[src/rtl/mesh_run_pkg.sv]
// Shared types for the mesh run controller.
// Default widths match the controller's default parameters.
package mesh_run_pkg;

  localparam int DEF_NODES  = 16;
  localparam int DEF_ADDR_W = 10;
  localparam int DEF_DATA_W = 32;
  localparam int DEF_NW     = $clog2(DEF_NODES);

  typedef enum logic [2:0] {
    IDLE,
    HOLD,
    RUN,
    DUMP,
    DONE
  } run_state_t;

  typedef struct packed {
    logic [DEF_NW-1:0]     node;
    logic [DEF_ADDR_W-1:0] addr;
    logic [DEF_DATA_W-1:0] data;
    logic                  last;
  } dump_word_t;

endpackage

[src/rtl/dump_skid_fifo.sv]
// Two-entry valid/ready buffer for dumped words.
// Occupancy is exported for the controller's read-credit check.
module dump_skid_fifo
  import mesh_run_pkg::*;
#(
  parameter type T = dump_word_t
) (
  input  logic       clk,
  input  logic       rst,
  input  logic       push_valid,
  input  T           push_word,
  output logic       pop_valid,
  input  logic       pop_ready,
  output T           pop_word,
  output logic [1:0] count
);

  T           mem_q [2];
  logic       wr_q;
  logic       rd_q;
  logic [1:0] cnt_q;
  logic       push;
  logic       pop;

  assign pop_valid = (cnt_q != 2'd0);
  assign pop       = pop_valid && pop_ready;
  assign push      = push_valid && ((cnt_q != 2'd2) || pop);
  assign pop_word  = mem_q[rd_q];
  assign count     = cnt_q;

  // Ring storage, pointers and occupancy.
  always_ff @(posedge clk) begin
    if (rst) begin
      mem_q[0] <= '0;
      mem_q[1] <= '0;
      wr_q     <= 1'b0;
      rd_q     <= 1'b0;
      cnt_q    <= 2'd0;
    end else begin
      if (push) begin
        mem_q[wr_q] <= push_word;
        wr_q        <= ~wr_q;
      end
      if (pop) begin
        rd_q <= ~rd_q;
      end
      cnt_q <= cnt_q + {1'b0, push} - {1'b0, pop};
    end
  end

endmodule

[src/rtl/mesh_run_controller.sv]
// Mesh run control: hold reset, run under a budget,
// then freeze the cores and stream out every node RAM.
module mesh_run_controller
  import mesh_run_pkg::*;
#(
  parameter int NODES         = DEF_NODES,
  parameter int ADDR_W        = DEF_ADDR_W,
  parameter int DATA_W        = DEF_DATA_W,
  parameter int CYC_W         = 32,
  parameter int HOLD_CYCLES   = 12,
  parameter int PROGRESS_STEP = 10000,
  localparam int NW = (NODES > 1) ? $clog2(NODES) : 1
) (
  input  logic              clk,
  input  logic              rst,
  input  logic              start,
  input  logic [CYC_W-1:0]  cycle_budget,
  input  logic [NODES-1:0]  node_done,
  output logic              core_rst_n,
  output logic              running,
  output logic              progress_tick,
  output logic              ram_rd_en,
  output logic [NW-1:0]     ram_rd_node,
  output logic [ADDR_W-1:0] ram_rd_addr,
  input  logic [DATA_W-1:0] ram_rd_data,
  output logic              dump_valid,
  input  logic              dump_ready,
  output logic [NW-1:0]     dump_node,
  output logic [ADDR_W-1:0] dump_addr,
  output logic [DATA_W-1:0] dump_data,
  output logic              dump_last,
  output logic              timed_out,
  output logic              finished
);

  typedef struct packed {
    logic [NW-1:0]     node;
    logic [ADDR_W-1:0] addr;
    logic [DATA_W-1:0] data;
    logic              last;
  } word_t;

  localparam logic [CYC_W-1:0]  ONE      = CYC_W'(1);
  localparam logic [CYC_W-1:0]  STEP_M1  = CYC_W'(PROGRESS_STEP - 1);
  localparam logic [31:0]       HOLD_M1  = 32'(HOLD_CYCLES - 1);
  localparam logic [NW-1:0]     NODE_MAX = NW'(NODES - 1);
  localparam logic [ADDR_W-1:0] ADDR_MAX = '1;

  run_state_t        state_q;
  run_state_t        state_d;
  logic [CYC_W-1:0]  budget_q;
  logic [CYC_W-1:0]  cnt_q;
  logic [CYC_W-1:0]  pcnt_q;
  logic [31:0]       hcnt_q;
  logic              tick_q;
  logic              timed_out_q;

  logic [NW-1:0]     rd_node_q;
  logic [ADDR_W-1:0] rd_addr_q;
  logic              rd_done_q;
  logic              infl_q;
  logic [NW-1:0]     infl_node_q;
  logic [ADDR_W-1:0] infl_addr_q;
  logic              infl_last_q;

  logic              all_done;
  logic              expire;
  logic              accept;
  logic              rd_en;
  logic              rd_last;
  logic              pop;
  logic [2:0]        occ;
  logic [1:0]        fifo_cnt;
  logic              out_valid;
  word_t             in_word;
  word_t             out_word;

  assign all_done = &node_done;
  assign expire   = (budget_q != '0) && (cnt_q == budget_q - ONE);
  assign accept   = start && ((state_q == IDLE) || (state_q == DONE));
  assign rd_last  = (rd_node_q == NODE_MAX) && (rd_addr_q == ADDR_MAX);
  assign pop      = out_valid && dump_ready;

  // A word leaving this cycle frees its slot for a read issued now.
  assign occ   = {1'b0, fifo_cnt} - {2'b0, pop} + {2'b0, infl_q};
  assign rd_en = (state_q == DUMP) && !rd_done_q && (occ < 3'd2);

  // Next-state selection.
  always_comb begin
    state_d = state_q;
    unique case (state_q)
      IDLE, DONE: if (start) state_d = HOLD;
      HOLD: if (hcnt_q == HOLD_M1) state_d = RUN;
      RUN: if (all_done || expire) state_d = DUMP;
      DUMP: if (pop && out_word.last) state_d = DONE;
      default: state_d = IDLE;
    endcase
  end

  // State, hold/run/progress counters and run-outcome flag.
  always_ff @(posedge clk) begin
    if (rst) begin
      state_q     <= IDLE;
      budget_q    <= '0;
      cnt_q       <= '0;
      pcnt_q      <= '0;
      hcnt_q      <= '0;
      tick_q      <= 1'b0;
      timed_out_q <= 1'b0;
    end else begin
      state_q <= state_d;
      if (accept) begin
        budget_q    <= cycle_budget;
        timed_out_q <= 1'b0;
      end
      if (state_q == HOLD) hcnt_q <= hcnt_q + 32'd1;
      else hcnt_q <= '0;
      if (state_q == RUN) begin
        cnt_q  <= (&cnt_q) ? cnt_q : cnt_q + ONE;
        pcnt_q <= (pcnt_q == STEP_M1) ? '0 : pcnt_q + ONE;
      end else begin
        cnt_q  <= '0;
        pcnt_q <= '0;
      end
      tick_q <= (state_q == RUN) && (pcnt_q == STEP_M1);
      if ((state_q == RUN) && expire && !all_done) timed_out_q <= 1'b1;
    end
  end

  // Dump address walk and the single in-flight read tag.
  always_ff @(posedge clk) begin
    if (rst || (state_q != DUMP)) begin
      rd_node_q   <= '0;
      rd_addr_q   <= '0;
      rd_done_q   <= 1'b0;
      infl_q      <= 1'b0;
      infl_node_q <= '0;
      infl_addr_q <= '0;
      infl_last_q <= 1'b0;
    end else begin
      infl_q <= rd_en;
      if (rd_en) begin
        infl_node_q <= rd_node_q;
        infl_addr_q <= rd_addr_q;
        infl_last_q <= rd_last;
        if (rd_last) begin
          rd_done_q <= 1'b1;
        end else if (rd_addr_q == ADDR_MAX) begin
          rd_addr_q <= '0;
          rd_node_q <= rd_node_q + NW'(1);
        end else begin
          rd_addr_q <= rd_addr_q + ADDR_W'(1);
        end
      end
    end
  end

  assign in_word.node = infl_node_q;
  assign in_word.addr = infl_addr_q;
  assign in_word.data = ram_rd_data;
  assign in_word.last = infl_last_q;

  dump_skid_fifo #(
    .T (word_t)
  ) u_fifo (
    .clk        (clk),
    .rst        (rst),
    .push_valid (infl_q),
    .push_word  (in_word),
    .pop_valid  (out_valid),
    .pop_ready  (dump_ready),
    .pop_word   (out_word),
    .count      (fifo_cnt)
  );

  assign core_rst_n    = (state_q == RUN);
  assign running       = (state_q == RUN);
  assign progress_tick = tick_q;
  assign ram_rd_en     = rd_en;
  assign ram_rd_node   = rd_node_q;
  assign ram_rd_addr   = rd_addr_q;
  assign dump_valid    = out_valid;
  assign dump_node     = out_word.node;
  assign dump_addr     = out_word.addr;
  assign dump_data     = out_word.data;
  assign dump_last     = out_valid && out_word.last;
  assign timed_out     = timed_out_q;
  assign finished      = (state_q == DONE);

endmodule

[config.mk]
export PLATFORM = sky130hd
export DESIGN_NAME = mesh_run_controller
export DESIGN_NICKNAME = d
export VERILOG_FILES = /design/src/rtl/mesh_run_pkg.sv /design/src/rtl/dump_skid_fifo.sv /design/src/rtl/mesh_run_controller.sv
export SDC_FILE = /design/constraint.sdc
export NUM_CORES = 1
export LEC_CHECK = 0
export ABC_AREA = 1
export CORE_MARGIN = 3
export CORE_UTILIZATION = 57
export CTS_CLUSTER_DIAMETER = 40
export CTS_CLUSTER_SIZE = 10
export DETAILED_ROUTE_END_ITERATION = 6
export GPL_TIMING_DRIVEN = 0
export PLACE_DENSITY_LB_ADDON = 0.3
export RECOVER_POWER = 50
export SLEW_MARGIN = 30
export SYNTH_ARGS = -nofsm -noshare
export SYNTH_HDL_FRONTEND = slang
export SYNTH_SLANG_ARGS = --single-unit
[constraint.sdc]
create_clock -name clk -period 3.5 [get_ports clk]
set_clock_uncertainty 0.05 [all_clocks]
set_input_delay 0.7 -clock clk [delete_from_list [all_inputs] [get_ports clk]]
set_output_delay 0.7 -clock clk [all_outputs]
set_load 0.005 [all_outputs]
==> results of run 1 <==
==> per-stage QoR <==
step / hold slack (ps) / utilization (%)
after floorplan: 367.5 / -
after global placement: 377.2 / 66.31
after detailed placement: 393.4 / 66.37
after CTS: 404.1 / 72.38
after global routing: 421.4 / 72.45
final: 398.4 / 72.45
==> registers in the layout, indices dropped and copies added (netlist names), 2 cells and up, named ones only <==
| signal | cells |
|---|---|
| u_fifo.mem_q | 94 |
| budget_q | 32 |
| cnt_q | 32 |
| hcnt_q | 32 |
| pcnt_q | 32 |
| infl_addr_q | 10 |
| ram_rd_addr | 10 |
| infl_node_q | 4 |
| ram_rd_node | 4 |
| state_q | 3 |
| u_fifo.count | 2 |
==> where the power goes <==
group,switching (mW),total (mW),internal (mW)
clock,1.41,3.85,2.44
sequential,0.177,3.54,3.36
combinational,1.37,2.34,0.972
==> final cells by class <==
cell class | count | area, sq um | area share (%)
Clock inverter | 22 | 239.0 | 1.453
Sequential cell | 263 | 6207 | 37.73
Inverter | 236 | 885.9 | 5.384
Clock buffer | 49 | 1055 | 6.411
Multi-Input combinational cell | 1097 | 5973 | 36.31
Tap cell | 285 | 356.6 | 2.167
Timing Repair Buffer | 157 | 1548 | 9.408
Buffer | 43 | 187.7 | 1.141
==> final timing paths <==
check	from	endpoint	slack, ps	cells past startpoint
worst max-delay path	u_fifo.count[1]	ram_rd_en	70	12
worst min-delay path	pcnt_q[0]	pcnt_q[0]	400	1
worst max register to register	u_fifo.count[1]	ram_rd_node[3]	160	18
worst min register to register	pcnt_q[0]	pcnt_q[0]	400	1
==> critical path, stage by stage (launching register included) <==
cell and delay (ps):
sky130_fd_sc_hd__dfxtp_2 320, sky130_fd_sc_hd__inv_1 120, sky130_fd_sc_hd__nand2_4 90, sky130_fd_sc_hd__nand2_4 80
sky130_fd_sc_hd__inv_2 40, sky130_fd_sc_hd__ha_1 280, sky130_fd_sc_hd__inv_1 90, sky130_fd_sc_hd__nand2_1 70
sky130_fd_sc_hd__fa_2 520, sky130_fd_sc_hd__a21boi_2 160, sky130_fd_sc_hd__and2_4 160, sky130_fd_sc_hd__buf_6 90
sky130_fd_sc_hd__clkbuf_2 100
==> synth_stat cells, drive strengths merged (8+ instances only) <==
cell and number:
ha 9, clkbuf 35, nor4 27, nand4 34, buf 8, nor3 49, edfxtp 94, or2 8
nand3 66, dfxtp 169, nand2 259, mux2 46, a21oi 70, xnor2 23, o21ai 84, inv 232
nor2 331, xor2 57
==> per-layer routing <==
layer	routed length (um)	vias to the layer above
li1	-	5697
met1	14630	5331
met2	15810	380
met3	2048	81
met4	947	0
met5	0	-
==> cells by family (layout without fill, tap and decap cells) <==
logic type	count (synthesis)	count (layout)
mux	47	47
flops	263	263
xor+xnor	80	80
fa+ha+maj	10	10
compound gates	169	169
buf+inv	279	507
simple gates	791	791
==> timing repair <==
| item | CTS | global route |
|---|---|---|
| resized for setup | 15 | 11 |
| setup buffers | 7 | 0 |
| pin swaps | 2 | 1 |
| endpoints found under the setup margin | 3 | 39 |
==> tab_implementation.tex, run 1 <==
\begin{tabular}{lr}
\hline
Metric & Value \\
\hline
\multicolumn{2}{l}{\textbf{Run status}} \\
\quad Result of the run & finished, final reports clean \\
\multicolumn{2}{l}{\textbf{GRT}} \\
\quad Met3 routing resource usage after global routing & 4.565\% \\
\quad Routing usage on met1 & 34.38\% \\
\quad Antenna violations before repair & 0 \\
\quad First-pass GRT wire length & 53000 um \\
\quad Pin count of the biggest net entering global routing & 48 \\
\quad Met2 global-route usage & 43.45\% \\
\quad Vias in the first global route & 11230 \\
\quad Grt peak-use layer & met2 \\
\quad Total global routing overflow & 0 \\
\quad GRT Resource Usage Total & 26.11\% \\
\multicolumn{2}{l}{\textbf{Synth}} \\
\quad Share of synthesized area spent on multiplexers & 4.000\% \\
\quad Area fraction of the dominant cell type after synthesis & 25.63\% \\
\quad Netlist area before placement & 13200 sq um \\
\quad Yosys warning count & 0 \\
\quad Largest area contributor in the netlist & sky130\_fd\_sc\_hd\_\_dfxtp\_1 \\
\quad Post-synthesis average cell area & 8.054 sq um \\
\quad Cell variety after synth & 53 \\
\quad Number of flops mapped to enable cells by yosys & 94 \\
\quad Sequential fraction of the synthesis area & 47.01\% \\
\quad Yosys reg bits & 263 \\
\quad Flip-flop cell with the highest count after synthesis & sky130\_fd\_sc\_hd\_\_dfxtp\_1 \\
\quad Dominant combinational cell family by area after synthesis & simple AND/OR/NAND/NOR gates \\
\quad Post-Synth Simple-Gate Area & 27.92\% \\
\quad Synthesized-area fraction occupied by ao, oa, aoi and oai cells & 6.682\% \\
\quad Async set-reset flop share out of synthesis & 0\% \\
\quad XOR/XNOR share of the synthesized area & 5.308\% \\
\quad Post-Synth Adder-Cell Area & 1.005\% \\
\quad Number of instances in the synthesized netlist & 1639 \\
\quad Synthesized Nets & 1733 \\
\quad Area contributors post-synth & sky130\_fd\_sc\_hd\_\_dfxtp\_1 26\%, sky130\_fd\_sc\_hd\_\_edfxtp\_1 21\%, sky130\_fd\_sc\_hd\_\_nor2\_1 8.6\% \\
\multicolumn{2}{l}{\textbf{Layout}} \\
\quad Final Cell Area & 16450 sq um \\
\quad Highest-count cells in the layout ignoring fill and taps & 303 x sky130\_fd\_sc\_hd\_\_nor2\_1, 240 x sky130\_fd\_sc\_hd\_\_nand2\_1, 221 x sky130\_fd\_sc\_hd\_\_inv\_1 \\
\quad Filler Cell Count & 1727 \\
\quad Nets@finish & 1932 \\
\quad Proportion of layout cells with a drive suffix above 1 & 11.19\% \\
\quad Number of standard cells in the final layout excluding fillers & 2152 \\
\quad Layout-stage area growth over the synthesis result & 24.63\% \\
\quad Number of antenna diodes & 0 \\
\quad Most common library cell in the layout ignoring fill and taps & sky130\_fd\_sc\_hd\_\_nor2\_1 \\
\multicolumn{2}{l}{\textbf{Routing}} \\
\quad First-iteration detailed-routing DRC count & 845 \\
\quad Drt via density & 5.339 \\
\quad Overall via count from detail\_route & 11490 \\
\quad Final wirelength & 33430 um \\
\quad Iteration count of the initial detailed-routing pass & 5 \\
\quad Average wire per cell in the routed design & 15.53 um \\
\quad Routed Antenna Nets & 0 \\
\quad Number of remaining DRC errors & 0 \\
\multicolumn{2}{l}{\textbf{Floorplanning}} \\
\quad Effective utilization at floorplan & 58.13\% \\
\quad Die span in y & 158.2 um \\
\quad Placement Rows & 55 \\
\quad Standard cell core area & 22710 sq um \\
\quad Die area & 25020 sq um \\
\quad Die outline width & 158.2 um \\
\quad Number of ports placed on the die boundary & 152 \\
\multicolumn{2}{l}{\textbf{Worst setup path}} \\
\quad Category of the worst setup path capture point & primary output \\
\quad Critical path start-end classification & reg2out \\
\quad Maximum fanout along the worst path & 3 \\
\quad Critical Path RT & 2750 ps \\
\quad Category of the worst setup path launch point & flip-flop \\
\quad Data arrival time of the critical path & 2680 ps \\
\multicolumn{2}{l}{\textbf{Pwr}} \\
\quad Leakage power & 6.700 nW \\
\quad Final Power & 9.722 mW \\
\quad Power density of the placed cells & 590.9 nW/um\^{}2 \\
\quad VDD IR-drop max & 343.0 uV \\
\multicolumn{2}{l}{\textbf{Clock network}} \\
\quad Number of buffers on the longest clock path & 3 \\
\quad Number of buffers created by CTS & 40 \\
\quad CTS tree & built \\
\quad \# clock sinks & 263 \\
\quad Clk Latency, worst-skew pair & 540 ps \\
\quad Htree depth & 2 \\
\quad Clock slew at reported path FFs & 50 ps \\
\quad Root cell of the clock tree & sky130\_fd\_sc\_hd\_\_clkbuf\_16 \\
\quad Hold-fix buffers, CTS & 0 \\
\multicolumn{2}{l}{\textbf{STA}} \\
\quad Number of hold violations in the final report & 0 \\
\quad RSZ-0062 raised after global routing & true \\
\quad Slew Viols, Final & 0 \\
\quad Total negative slack for setup checks & 0 ps \\
\quad Final worst slack & 73.01 ps \\
\quad Shortest clock period the worst path allows after layout & 3427 ps \\
\quad Transition time at the pin with the least slew margin & 769.0 ps \\
\quad Worst slew slack as a fraction of its limit & 48.06\% \\
\quad Final setup violation count & 0 \\
\quad Highest Clock Rate & 0.2918 GHz \\
\quad Tcrit/Tclk final & 97.91\% \\
\multicolumn{2}{l}{\textbf{Placement}} \\
\quad HPWL after detailed placement & 24030 um \\
\quad Placer's final routability congestion estimate & 0.9742 \\
\quad Post-placement setup slack & -998.9 ps \\
\quad Placed insts & 2074 \\
\quad PortBufs & 150 \\
\quad Placed cell areas & 15070 sq um \\
\multicolumn{2}{l}{\textbf{Hold path}} \\
\quad Class of the tightest hold or removal check & reg2reg \\
\multicolumn{2}{l}{\textbf{Flow run}} \\
\quad Number of violations of the max-capacitance limit & 0 \\
\hline
\end{tabular}
Note: power is estimated with default switching activity, not from simulation.
==> run 2, diff against run 1 <==
--- a/config.mk
+++ b/config.mk
@@ -6,8 +6,11 @@
 export NUM_CORES = 1
 export LEC_CHECK = 0
 export ABC_AREA = 1
+export CAP_MARGIN = 20
+export CELL_PAD_IN_SITES_DETAIL_PLACEMENT = 1
+export CELL_PAD_IN_SITES_GLOBAL_PLACEMENT = 1
 export CORE_MARGIN = 3
-export CORE_UTILIZATION = 57
+export CORE_UTILIZATION = 42
 export CTS_CLUSTER_DIAMETER = 40
 export CTS_CLUSTER_SIZE = 10
 export DETAILED_ROUTE_END_ITERATION = 6
==> tab_implementation.tex, run 2 (synthesized netlist as in run 1, its figures left out) <==
\begin{tabular}{lr}
\hline
Metric & Value \\
\hline
\multicolumn{2}{l}{\textbf{STA}} \\
\quad Number of hold violations in the final report & 0 (unchanged) \\
\quad Transition time at the pin with the least slew margin & 958.6 ps (+189.6 ps) \\
\quad Highest Clock Rate & 0.2888 GHz (-1.0\%) \\
\quad Shortest clock period the worst path allows after layout & 3462 ps (+35.43 ps) \\
\quad Final setup violation count & 0 (unchanged) \\
\quad Tcrit/Tclk final & 98.93\% (+1.0 points) \\
\quad Worst slack on hold paths & 407.6 ps (+9.285 ps) \\
\quad Slew Viols, Final & 0 (unchanged) \\
\quad Worst slew slack as a fraction of its limit & 35.26\% (-13 points) \\
\multicolumn{2}{l}{\textbf{Pwr}} \\
\quad Power density of the placed cells & 627.0 nW/um\^{}2 (+6.1\%) \\
\quad VDD IR-drop max & 377.0 uV (+9.9\%) \\
\quad Comb pwr share & 23.3\% (-0.7 points) \\
\quad Leakage power & 6.874 nW (+2.6\%) \\
\quad Clock share of power & 43.3\% (+3.7 points) \\
\quad Fraction of power consumed by sequential logic & 33.4\% (-3.0 points) \\
\quad Switching power share of the total & 30.51\% (+0.17 points) \\
\quad Design internal power & 7.392 mW (+9.1\%) \\
\quad Reported net switching power & 3.245 mW (+10\%) \\
\multicolumn{2}{l}{\textbf{GRT}} \\
\quad First-pass GRT wire length & 64780 um (+22\%) \\
\quad GRT Resource Usage Total & 23.87\% (-2.2 points) \\
\quad Total global routing overflow & 0 (unchanged) \\
\quad Antenna violations before repair & 2 (+2) \\
\quad Vias in the first global route & 12550 (+12\%) \\
\quad Pin count of the biggest net entering global routing & 30 (-38\%) \\
\multicolumn{2}{l}{\textbf{Clock network}} \\
\quad Clk Latency, worst-skew pair & 540 ps (about the same) \\
\quad CTS tree & built \\
\quad Number of buffers created by CTS & 45 (+13\%) \\
\quad Root cell of the clock tree & sky130\_fd\_sc\_hd\_\_clkbuf\_16 \\
\quad \# clock sinks & 263 (unchanged) \\
\quad Number of buffers on the longest clock path & 3 (unchanged) \\
\quad Htree depth & 2 (unchanged) \\
\quad Clock slew at reported path FFs & 60 ps (about the same) \\
\multicolumn{2}{l}{\textbf{Floorplanning}} \\
\quad Die area & 33590 sq um (+34\%) \\
\quad Placement Rows & 64 (+16\%) \\
\quad Die outline width & 183.3 um (+16\%) \\
\quad Standard cell core area & 30750 sq um (+35\%) \\
\quad Number of ports placed on the die boundary & 152 (unchanged) \\
\quad Die span in y & 183.3 um (+16\%) \\
\quad Effective utilization at floorplan & 42.93\% (-15 points) \\
\multicolumn{2}{l}{\textbf{Hold path}} \\
\quad Class of the tightest hold or removal check & reg2reg \\
\multicolumn{2}{l}{\textbf{Layout}} \\
\quad Final Cell Area & 16960 sq um (+3.1\%) \\
\quad Highest-count cells in the layout ignoring fill and taps & 304 x sky130\_fd\_sc\_hd\_\_nor2\_1, 239 x sky130\_fd\_sc\_hd\_\_nand2\_1, 219 x sky130\_fd\_sc\_hd\_\_inv\_1 \\
\quad Proportion of layout cells with a drive suffix above 1 & 12.55\% (+1.4 points) \\
\quad Filler Cell Count & 3667 (+110\%) \\
\quad Largest register FFs & 94 (unchanged) \\
\quad Nets@finish & 1940 (+0.41\%) \\
\quad Register name with the most flops & u\_fifo.mem\_q \\
\quad Layout-stage area growth over the synthesis result & 28.51\% \\
\quad Core utilization of the finished layout & 55.17\% (-17 points) \\
\quad Most common library cell in the layout ignoring fill and taps & sky130\_fd\_sc\_hd\_\_nor2\_1 \\
\multicolumn{2}{l}{\textbf{Routing}} \\
\quad Average wire per cell in the routed design & 18.04 um (+16\%) \\
\quad Iteration count of the initial detailed-routing pass & 5 (unchanged) \\
\quad First-iteration detailed-routing DRC count & 703 (-17\%) \\
\quad Routed Antenna Nets & 0 (unchanged) \\
\quad Final wirelength & 41110 um (+23\%) \\
\quad Number of remaining DRC errors & 0 (unchanged) \\
\quad Drt via density & 5.157 (-3.4\%) \\
\quad Overall via count from detail\_route & 11750 (+2.3\%) \\
\multicolumn{2}{l}{\textbf{Worst setup path}} \\
\quad Category of the worst setup path launch point & flip-flop \\
\quad Worst path cell trace & inv\_2, nand2\_2, nand2\_2, inv\_2, ha\_4, inv\_2, nand2\_2, fa\_2, a21boi\_2, and2\_4, buf\_6, clkdlybuf4s15\_2 \\
\quad Maximum fanout along the worst path & 4 (+1) \\
\quad Slowest stage cell, crit path & sky130\_fd\_sc\_hd\_\_fa\_2 \\
\quad Data arrival time of the critical path & 2710 ps (+30 ps) \\
\quad Critical path buffer and inverter count & 5 (unchanged) \\
\quad Critical Path RT & 2750 ps (about the same) \\
\quad Category of the worst setup path capture point & primary output \\
\quad Category of cells accounting for the largest share of critical-path delay & adder cells \\
\quad Critical path start-end classification & reg2out \\
\quad Max incr delay on CP & 550 ps (+30 ps) \\
\multicolumn{2}{l}{\textbf{Placement}} \\
\quad HPWL after detailed placement & 28620 um (+19\%) \\
\quad Placed cell areas & 15250 sq um (+1.2\%) \\
\quad PortBufs & 150 (unchanged) \\
\quad Placer's final routability congestion estimate & 0.9080 (-6.8\%) \\
\multicolumn{2}{l}{\textbf{Flow run}} \\
\quad Number of violations of the max-capacitance limit & 0 (unchanged) \\
\multicolumn{2}{l}{\textbf{Run status}} \\
\quad Result of the run & finished, final reports clean \\
\hline
\end{tabular}
run 2: cell count changes in the layout (fill, tap and decap cells not counted), sizes merged:
cell / delta
clkdlybuf4s15: +1
clkinvlp: +1
clkbuf: +13
diode: +2
clkinv: -4
bufinv: +1
inv: +1
buf: +1
run 2: what timing repair did:
item                                    4_1_cts  5_1_grt
buffers inserted                              5        3
pin swaps                                     2        2
endpoints found under the setup margin       11       24
hold buffers                                  0        0
gates resized for setup                      17       13
run 2: final timing paths:
kind | from | endpoint | slack [ps] | cells past startpoint
worst max-delay path | u_fifo.count[0] | ram_rd_en | 40 | 12
worst min-delay path | hcnt_q[0] | hcnt_q[0] | 410 | 1
worst max register to register | u_fifo.count[0] | u_fifo.mem_q[0][16] | 140 | 13
worst min register to register | hcnt_q[0] | hcnt_q[0] | 410 | 1
run 2: cell type report:
class	count	area [sq um]	area share, %
antenna	2	5.005	0.02950
inverter	236	885.9	5.222
clock buffer	61	1330	7.840
clock inverter	21	274.0	1.615
timing repair buffer	160	1602	9.441
buffer	43	191.4	1.128
tap	396	495.5	2.921
multi-input combinational	1097	5971	35.20
sequential	263	6210	36.61
run 2: metal layers:
metal	wire, um	GRT usage [%]	share of wire (%)
met5	0	0	0
met4	1478	9.385	3.6
met3	1859	3.511	4.5
met2	20080	41.77	49
met1	17700	29.78	43
run 2: metrics by stage:
stage	worst slack [ps]	cells	total power [mW]	setup TNS [ps]
2_1_floorplan	294.7	1639	5.018	0
3_3_place_gp	-1220	2185	5.837	-115550
3_5_place_dp	-1034	2187	5.933	-8783
4_1_cts	3.933	2274	10.63	0
5_1_grt	-51.02	2279	11.12	-1079
6_report	37.58	2279	10.64	0
run 2: power groups by stage:
stage | Sequential [mW] | Combinational [mW] | Clock, mW
2_1_floorplan | 3.53 | 1.49 | 0
3_3_place_gp | 3.58 | 2.25 | 0
3_5_place_dp | 3.59 | 2.34 | 0
4_1_cts | 3.54 | 2.42 | 4.67
5_1_grt | 3.57 | 2.72 | 4.83
6_report | 3.55 | 2.48 | 4.61
